## src/rtl/end_screen_composer.sv

```systemverilog
// End-of-game overlay: reveals NUM_LAYERS bitmap layers one at a time, then blinks one layer on a new high score.
// Optional macro END_SCREEN_COMPOSER_BG_FILL_EN fills non-drawing pixels with BG_COLOR while the screen is active.
module end_screen_composer #(
  parameter int NUM_LAYERS    = 3,
  parameter int RGB_W         = 8,
  parameter int REVEAL_FRAMES = 30,
  parameter int BLINK_FRAMES  = 15,
  parameter int BLINK_LAYER   = 0,
  parameter logic [RGB_W-1:0] BG_COLOR = '0
) (
  input  logic                        clk,
  input  logic                        resetN,
  input  logic                        startOfFrame,
  input  logic                        screenActive,
  input  logic                        newHighScore,
  input  logic [NUM_LAYERS-1:0]       layerDR,
  input  logic [NUM_LAYERS*RGB_W-1:0] layerRGB,
  output logic                        screenDR,
  output logic [RGB_W-1:0]            screenRGB,
  output logic [1:0]                  screenState,
  output logic                        revealDone
);

  localparam int IDX_W = $clog2(NUM_LAYERS + 1);
  localparam int FC_W  = $clog2(REVEAL_FRAMES + 1);
  localparam int BC_W  = $clog2(BLINK_FRAMES + 1);
`ifdef END_SCREEN_COMPOSER_BG_FILL_EN
  localparam bit BG_FILL = 1'b1;
`else
  localparam bit BG_FILL = 1'b0;
`endif

  typedef enum logic [1:0] {IDLE = 2'd0, REVEAL = 2'd1, SHOW = 2'd2} state_e;

  state_e             state_q, state_d;
  logic [IDX_W-1:0]   revealIdx_q, revealIdx_d;
  logic [FC_W-1:0]    frameCnt_q, frameCnt_d;
  logic [BC_W-1:0]    blinkCnt_q, blinkCnt_d;
  logic               blinkPhase_q, blinkPhase_d;
  logic               hsLatched_q, hsLatched_d;
  logic               screenDR_q, revealDone_q;
  logic [RGB_W-1:0]   screenRGB_q;
  logic [NUM_LAYERS-1:0] visible, active;
  logic               pixDr;
  logic [RGB_W-1:0]   pixRgb;

  // Dropping screenActive overrides every other transition and clears all sequencing state.
  always_comb begin
    state_d      = state_q;
    revealIdx_d  = revealIdx_q;
    frameCnt_d   = frameCnt_q;
    blinkCnt_d   = blinkCnt_q;
    blinkPhase_d = blinkPhase_q;
    hsLatched_d  = hsLatched_q;
    if (!screenActive) begin
      state_d      = IDLE;
      revealIdx_d  = '0;
      frameCnt_d   = '0;
      blinkCnt_d   = '0;
      blinkPhase_d = 1'b1;
      hsLatched_d  = 1'b0;
    end else begin
      case (state_q)
        IDLE: begin
          state_d     = REVEAL;
          revealIdx_d = IDX_W'(1);
          frameCnt_d  = '0;
        end
        REVEAL: begin
          hsLatched_d = hsLatched_q | newHighScore;
          if (revealIdx_q == IDX_W'(NUM_LAYERS)) begin
            state_d      = SHOW;
            blinkCnt_d   = '0;
            blinkPhase_d = 1'b1;
          end else if (startOfFrame) begin
            if (frameCnt_q == FC_W'(REVEAL_FRAMES - 1)) begin
              frameCnt_d  = '0;
              revealIdx_d = revealIdx_q + IDX_W'(1);
            end else begin
              frameCnt_d = frameCnt_q + FC_W'(1);
            end
          end
        end
        SHOW: begin
          hsLatched_d = hsLatched_q | newHighScore;
          if (startOfFrame) begin
            if (blinkCnt_q == BC_W'(BLINK_FRAMES - 1)) begin
              blinkCnt_d   = '0;
              blinkPhase_d = ~blinkPhase_q;
            end else begin
              blinkCnt_d = blinkCnt_q + BC_W'(1);
            end
          end
        end
        default: state_d = IDLE;
      endcase
    end
  end

  // Priority mux: scan from the highest index down so the lowest requesting visible layer wins.
  always_comb begin
    visible = '0;
    for (int k = 0; k < NUM_LAYERS; k++)
      visible[k] = (state_q != IDLE) && (IDX_W'(k) < revealIdx_q);
    if (state_q == SHOW && hsLatched_q && !blinkPhase_q)
      visible[BLINK_LAYER] = 1'b0;
    active = layerDR & visible;
    pixDr  = |active;
    pixRgb = '0;
    for (int k = NUM_LAYERS - 1; k >= 0; k--)
      if (active[k]) pixRgb = layerRGB[k*RGB_W +: RGB_W];
    if (BG_FILL && state_q != IDLE && !pixDr) begin
      pixDr  = 1'b1;
      pixRgb = BG_COLOR;
    end
  end

  always_ff @(posedge clk) begin
    if (!resetN) begin
      state_q      <= IDLE;
      revealIdx_q  <= '0;
      frameCnt_q   <= '0;
      blinkCnt_q   <= '0;
      blinkPhase_q <= 1'b1;
      hsLatched_q  <= 1'b0;
      screenDR_q   <= 1'b0;
      screenRGB_q  <= '0;
      revealDone_q <= 1'b0;
    end else begin
      state_q      <= state_d;
      revealIdx_q  <= revealIdx_d;
      frameCnt_q   <= frameCnt_d;
      blinkCnt_q   <= blinkCnt_d;
      blinkPhase_q <= blinkPhase_d;
      hsLatched_q  <= hsLatched_d;
      screenDR_q   <= pixDr;
      screenRGB_q  <= pixRgb;
      revealDone_q <= (state_d == SHOW);
    end
  end

  assign screenDR    = screenDR_q;
  assign screenRGB   = screenRGB_q;
  assign screenState = state_q;
  assign revealDone  = revealDone_q;

endmodule

```

## config.mk

```make
export PLATFORM = sky130hd
export DESIGN_NAME = end_screen_composer
export DESIGN_NICKNAME = d
export VERILOG_FILES = /design/src/rtl/end_screen_composer.sv
export SDC_FILE = /design/constraint.sdc
export NUM_CORES = 1
export LEC_CHECK = 0
export CAP_MARGIN = 25
export CORE_MARGIN = 2
export CORE_UTILIZATION = 44
export CTS_BUF_LIST = sky130_fd_sc_hd__clkbuf_16
export CTS_CLUSTER_DIAMETER = 80
export DETAILED_ROUTE_END_ITERATION = 10
export PLACE_DENSITY_LB_ADDON = 0.25
export SLEW_MARGIN = 10
export SYNTH_ARGS = -nofsm -noshare
export SYNTH_HDL_FRONTEND = slang
export SYNTH_SLANG_ARGS = --single-unit
```

## constraint.sdc

```tcl
create_clock -name clk -period 2.1 [get_ports clk]
set_input_delay 0.21 -clock clk [delete_from_list [all_inputs] [get_ports clk]]
set_output_delay 0.21 -clock clk [all_outputs]
set_load 0.03 [all_outputs]
```

# After elaboration in Yosys (flattened, before gate mapping)

Index checks and enable logic that the tools add are counted.
W data, S select, Z words.

Output and inout port bits: 12
Register bits after elaboration: 25
Bits of input ports: 32
Word-level logic and storage cells: 70

Multiplexer cells: 23
Order comparisons: 3
Bitwise gates (word level): 3
Add/sub/neg operators: 3
Reduce and logical (&&, ||, !) cells: 17
Eq/ne operators: 12

Operators by type and width:

| operator              | count |
|---|---|
| $mux W8               | 3 |
| $mux W5               | 3 |
| $mux W4               | 3 |
| $ne A2 B2 Y1 const B  | 6 |
| $mux W2               | 5 |
| $pmux W5 S2           | 1 |
| $pmux W4 S2           | 1 |
| $reduce_and A4 Y1     | 2 |
| $eq A2 B2 Y1 const B  | 3 |
| $pmux W2 S3           | 1 |
| $reduce_and A3 Y1     | 2 |
| $reduce_bool A2 Y1    | 3 |
| $add A5 B1 Y5 const B | 1 |
| $eq A5 B5 Y1 const B  | 1 |
| $logic_and A1 B1 Y1   | 5 |
| $add A4 B1 Y4 const B | 1 |
| $eq A4 B4 Y1 const B  | 1 |
| $lt A1 B2 Y1 const A  | 2 |
| $mux W1               | 4 |
| $pmux W2 S2           | 1 |
| $and A3 B3 Y3         | 1 |
| $reduce_or A3 Y1      | 1 |
| $add A2 B1 Y2 const B | 1 |
| $eq A2 B1 Y1 const B  | 1 |
| 8 further kinds       | 8 |

# Logic depth before layout (Yosys ltp)

Depth after elaboration: 8
Mapped depth: 7
Gate-level depth less buffers: 6

# Worst setup path before layout

OpenSTA, ideal clock, no wires.

Path kind: register -> register
Start: reg state_q[0] (netlist: screenState[0])
End: reg blinkCnt_q[3]
Buffers on the path: 0
Library setup time: 0.074 ns
Setup slack: 0.228 ns
Required time: 2.026 ns
Clock period less this slack: 1.872 ns
Arrival: 1.797 ns
Cell stages (with the launch flop): 7
Path through: dfxtp_1 > inv_1 > ha_1 > nand2b_1 > nand3_4 > or4_1 > a31oi_1

Longest elaborated chain between the ends: 3
Elaborated cells between the ends (all ways): 7
Classes of those cells: 4 x eq/ne; 1 x mux; 2 x reduce/logical

Ends and longest elaborated chain:

| what                                                         | RTL line | RTL |
|---|---|---|
| start, declared                                              | 35       | `state_e state_q, state_d;` |
| start signal, assigned                                       | 130      | `state_q <= state_d;` |
| $eq A2 B1 Y1 or $eq A2 B2 Y1 (tied branches)                 | 63       | `case (state_q)` |
| $ne A2 B2 Y1 (no line) or $reduce_bool A2 Y1 (tied branches) | -        |  |
| $reduce_and A3 Y1 (no line)                                  | -        |  |
| end signal, assigned                                         | 133      | `blinkCnt_q <= blinkCnt_d;` |
| end, declared                                                | 38       | `logic [BC_W-1:0] blinkCnt_q, blinkCnt_d;` |

Several ways; a longest one is shown, not always the timed one.
A chain may end at the register's enable or synchronous reset.

# Worst setup path in the final report

Ends and elaborated chain as after synthesis.

==> flow_summary.json <==
{
  "status": "completed",
  "dr.pass1.iters": 4,
  "final_common_cell": "clkdlybuf4s50_1",
  "p_comb_frac": 0.120,
  "cts.sinks": 25,
  "cts_resized": 0,
  "clk_pin_slew_ns": 0.06,
  "wl_met2_um": 1790,
  "vias": 1267,
  "die_x_um": 58.1,
  "min_period_ns": 1.84,
  "crit_required_ns": 2.28,
  "tritoncts": "done",
  "rr_startpoint": "screenState[0]",
  "clock_path_buffers": 2,
  "antenna_found_initial": 0,
  "grt_max_degree": 15,
  "critPathArrivalTime_ns": 2.02,
  "synthMuxAreaShare": 0,
  "ys_seq_area_frac": 0.389,
  "seqPwrFrac": 0.471,
  "final_cell_mix": "43 x clkdlybuf4s50_1, 25 x dfxtp_1, 16 x nor2_1",
  "grt_pass1_wl_um": 5580,
  "die_height_um": 58.1,
  "peakVddDrop_v": 0.000386,
  "numPortBuffers": 43,
  "holdPathEnd": "hsLatched_q",
  "post_cts_buffers": 0,
  "r2r_setup_slack_ns": 0.26,
  "whs_path_depth": 2,
  "power.share.clock": 0.410,
  "rr_worst_depth": 6,
  "fp.coreArea_um2": 2760,
  "detailedPlace.worstSlack_ns": 0.296,
  "cp_num_buf_inv": 1,
  "synthCells": 150,
  "crit_slowest_cell": "or4_1",
  "final_nets": 238,
  "timing.hold.ws_ns": 0.496,
  "synth_compound_area_frac": 0.208,
  "clk-insertion-delay-late_ns": 0.26,
  "grt-ovfl-total": 0,
  "worstPathCellList": "inv_1, ha_1, nand2b_1, nand3_4, or4_1, a31oi_1",
  "setup_tns_ns": 0,
  "powerDensity_nw_per_um2": 560,
  "worst_pin_slew_ns": 0.554,
  "stdcell_area_um2": 1830,
  "synth-simple-area-share": 0.265,
  "track_usage": 0.212,
  "p_total_mw": 1.03,
  "antenna_cells": 0,
  "max_slew_margin": 0.630,
  "final.setup.worst_slack_ns": 0.259,
  "cp_top_family": "simple AND/OR/NAND/NOR gates",
  "fin_util": 0.664,
  "drive_above_1_share": 0.0462,
  "synth-adder-area-share": 0.0973,
  "leakagePower_nw": 0.636,
  "synth_largest_area_cell": "dfxtp_1",
  "clock-root-buffer": "clkbuf_16",
  "cap_violations": 0,
  "cts_buffers": 3,
  "final_antenna_net_count": 0,
  "path_class": "reg -> reg",
  "synth_area_um2": 1290,
  "finalMaxSlewViolations": 0,
  "crit_path_end_kind": "flip-flop",
  "routed_wl_um": 3380,
  "period_share": 0.877,
  "cp_max_fo": 8,
  "synth_nets": 192,
  "worstHoldStart": "hsLatched_q",
  "num_rows": 19,
  "max_freq_mhz": 543,
  "synthXorXnorAreaFrac": 0,
  "io_pins": 44,
  "place_inst": 222,
  "wl_met3_um": 103,
  "p_sw_mw": 0.220,
  "synth.distinct_cells": 34,
  "placed_area_um2": 1750,
  "fillers": 244,
  "areaGrowthSynthToFinish_pct": 42.3,
  "max_stage_delay_ns": 0.49,
  "finalClockSkew_ns": 0.00335,
  "critPathLaunchType": "flip-flop",
  "cts_hold_buffers": 0,
  "p_int_mw": 0.806,
  "r2r_end": "blinkCnt_q[3]",
  "drt_iter0_drc": 45,
  "yosys.area.top_type_share": 0.389,
  "viasPerCell": 5.61,
  "gp_congestion": 0.742,
  "cts_max_level": 1,
  "wl_met1_um": 1450,
  "setup_viol": 0,
  "synth_seq_cells": 25,
  "fin_cells": 226,
  "die_area_um2": 3370,
  "swShare": 0.214,
  "grt_pass1_vias": 1263,
  "synth_area_leaders": "dfxtp_1 39%, ha_1 9.7%, a221oi_1 5.4%",
  "drc": 0,
  "rsz0062_at_grt": "no",
  "start_util": 0.466,
  "syn_avg_cell_area_um2": 8.57,
  "hpwl_um": 2530,
  "hold_viol": 0,
  "synth-warning-count": 0,
  "post_drt_wl_per_cell_um": 14.9,
  "synth_top_family_by_area": "simple AND/OR/NAND/NOR gates",
  "hold_path_class": "reg -> reg",
  "routed.top_layer": "met4"
}
-- tightest hold or removal path, stage by stage (launching register included) --
cell and delay (ns):
dfxtp_1 0.34, a21oi_1 0.05, nor2_1 0.08
-- worst max-delay path by stage --
stage	from	end	depth (start not counted)
final	screenState[0]	blinkCnt_q[3]	6
after global routing	screenState[0]	blinkCnt_q[3]	6
after CTS	screenState[0]	blinkCnt_q[3]	6
after detailed placement	screenState[0]	blinkCnt_q[3]	6
after global placement	startOfFrame	blinkCnt_q[3]	5
after floorplan	screenState[0]	blinkCnt_q[3]	6
-- cells by family after synthesis --
group / Yosys count
compound gates: 41
fa+ha+maj: 10
buf+inv: 14
flops: 25
simple gates: 60
-- registers in the layout, indices dropped and copies added (netlist names) --
name          count
screenRGB         8
screenDR          1
revealIdx_q       2
revealDone        1
hsLatched_q       1
screenState       2
frameCnt_q        5
blinkCnt_q        4
blinkPhase_q      1
-- synth_stat cells --
library cell	count
a211oi_1	2
a21boi_0	1
a21oi_1	9
a21oi_2	1
a221oi_1	8
a31oi_1	4
and2_1	3
and3_1	2
and3b_2	1
and4_1	1
clkbuf_1	3
dfxtp_1	25
ha_1	10
inv_1	11
nand2_1	8
nand2b_1	2
nand2b_4	1
nand3_1	10
nand3_4	1
nand3b_1	2
nand4_1	3
nand4b_1	1
nor2_1	16
nor3_1	2
nor3b_1	2
nor3b_2	1
o211a_1	1
o21a_1	1
o21ai_0	10
o21ai_1	1
o221ai_1	1
o31ai_1	2
or3_1	3
or4_1	1
-- metal layers --
metal,GRT usage,vias to the layer above
met5,0,-
met4,0.0731,0
met3,0.0290,5
met2,0.386,26
met1,0.253,597
li1,-,639
-- power groups by stage --
stage	logic, mW	clock network, mW	registers (mW)
5_1_grt	0.133	0.445	0.483
3_5_place_dp	0.121	0	0.493
4_1_cts	0.123	0.428	0.482
6_report	0.123	0.420	0.483
2_1_floorplan	0.0424	0	0.497
3_3_place_gp	0.119	0	0.492
-- cell type report --
cell class / count / area, um^2 / area share
Multi-Input combinational cell: 111 / 733 / 0.401
Sequential cell: 25 / 500 / 0.273
Timing Repair Buffer: 44 / 438 / 0.239
Clock buffer: 3 / 75.1 / 0.0410
Inverter: 11 / 41.3 / 0.0226
Tap cell: 31 / 38.8 / 0.0212
Clock inverter: 1 / 3.75 / 0.00205
No activity file was read; power rests on OpenSTA's default activity.
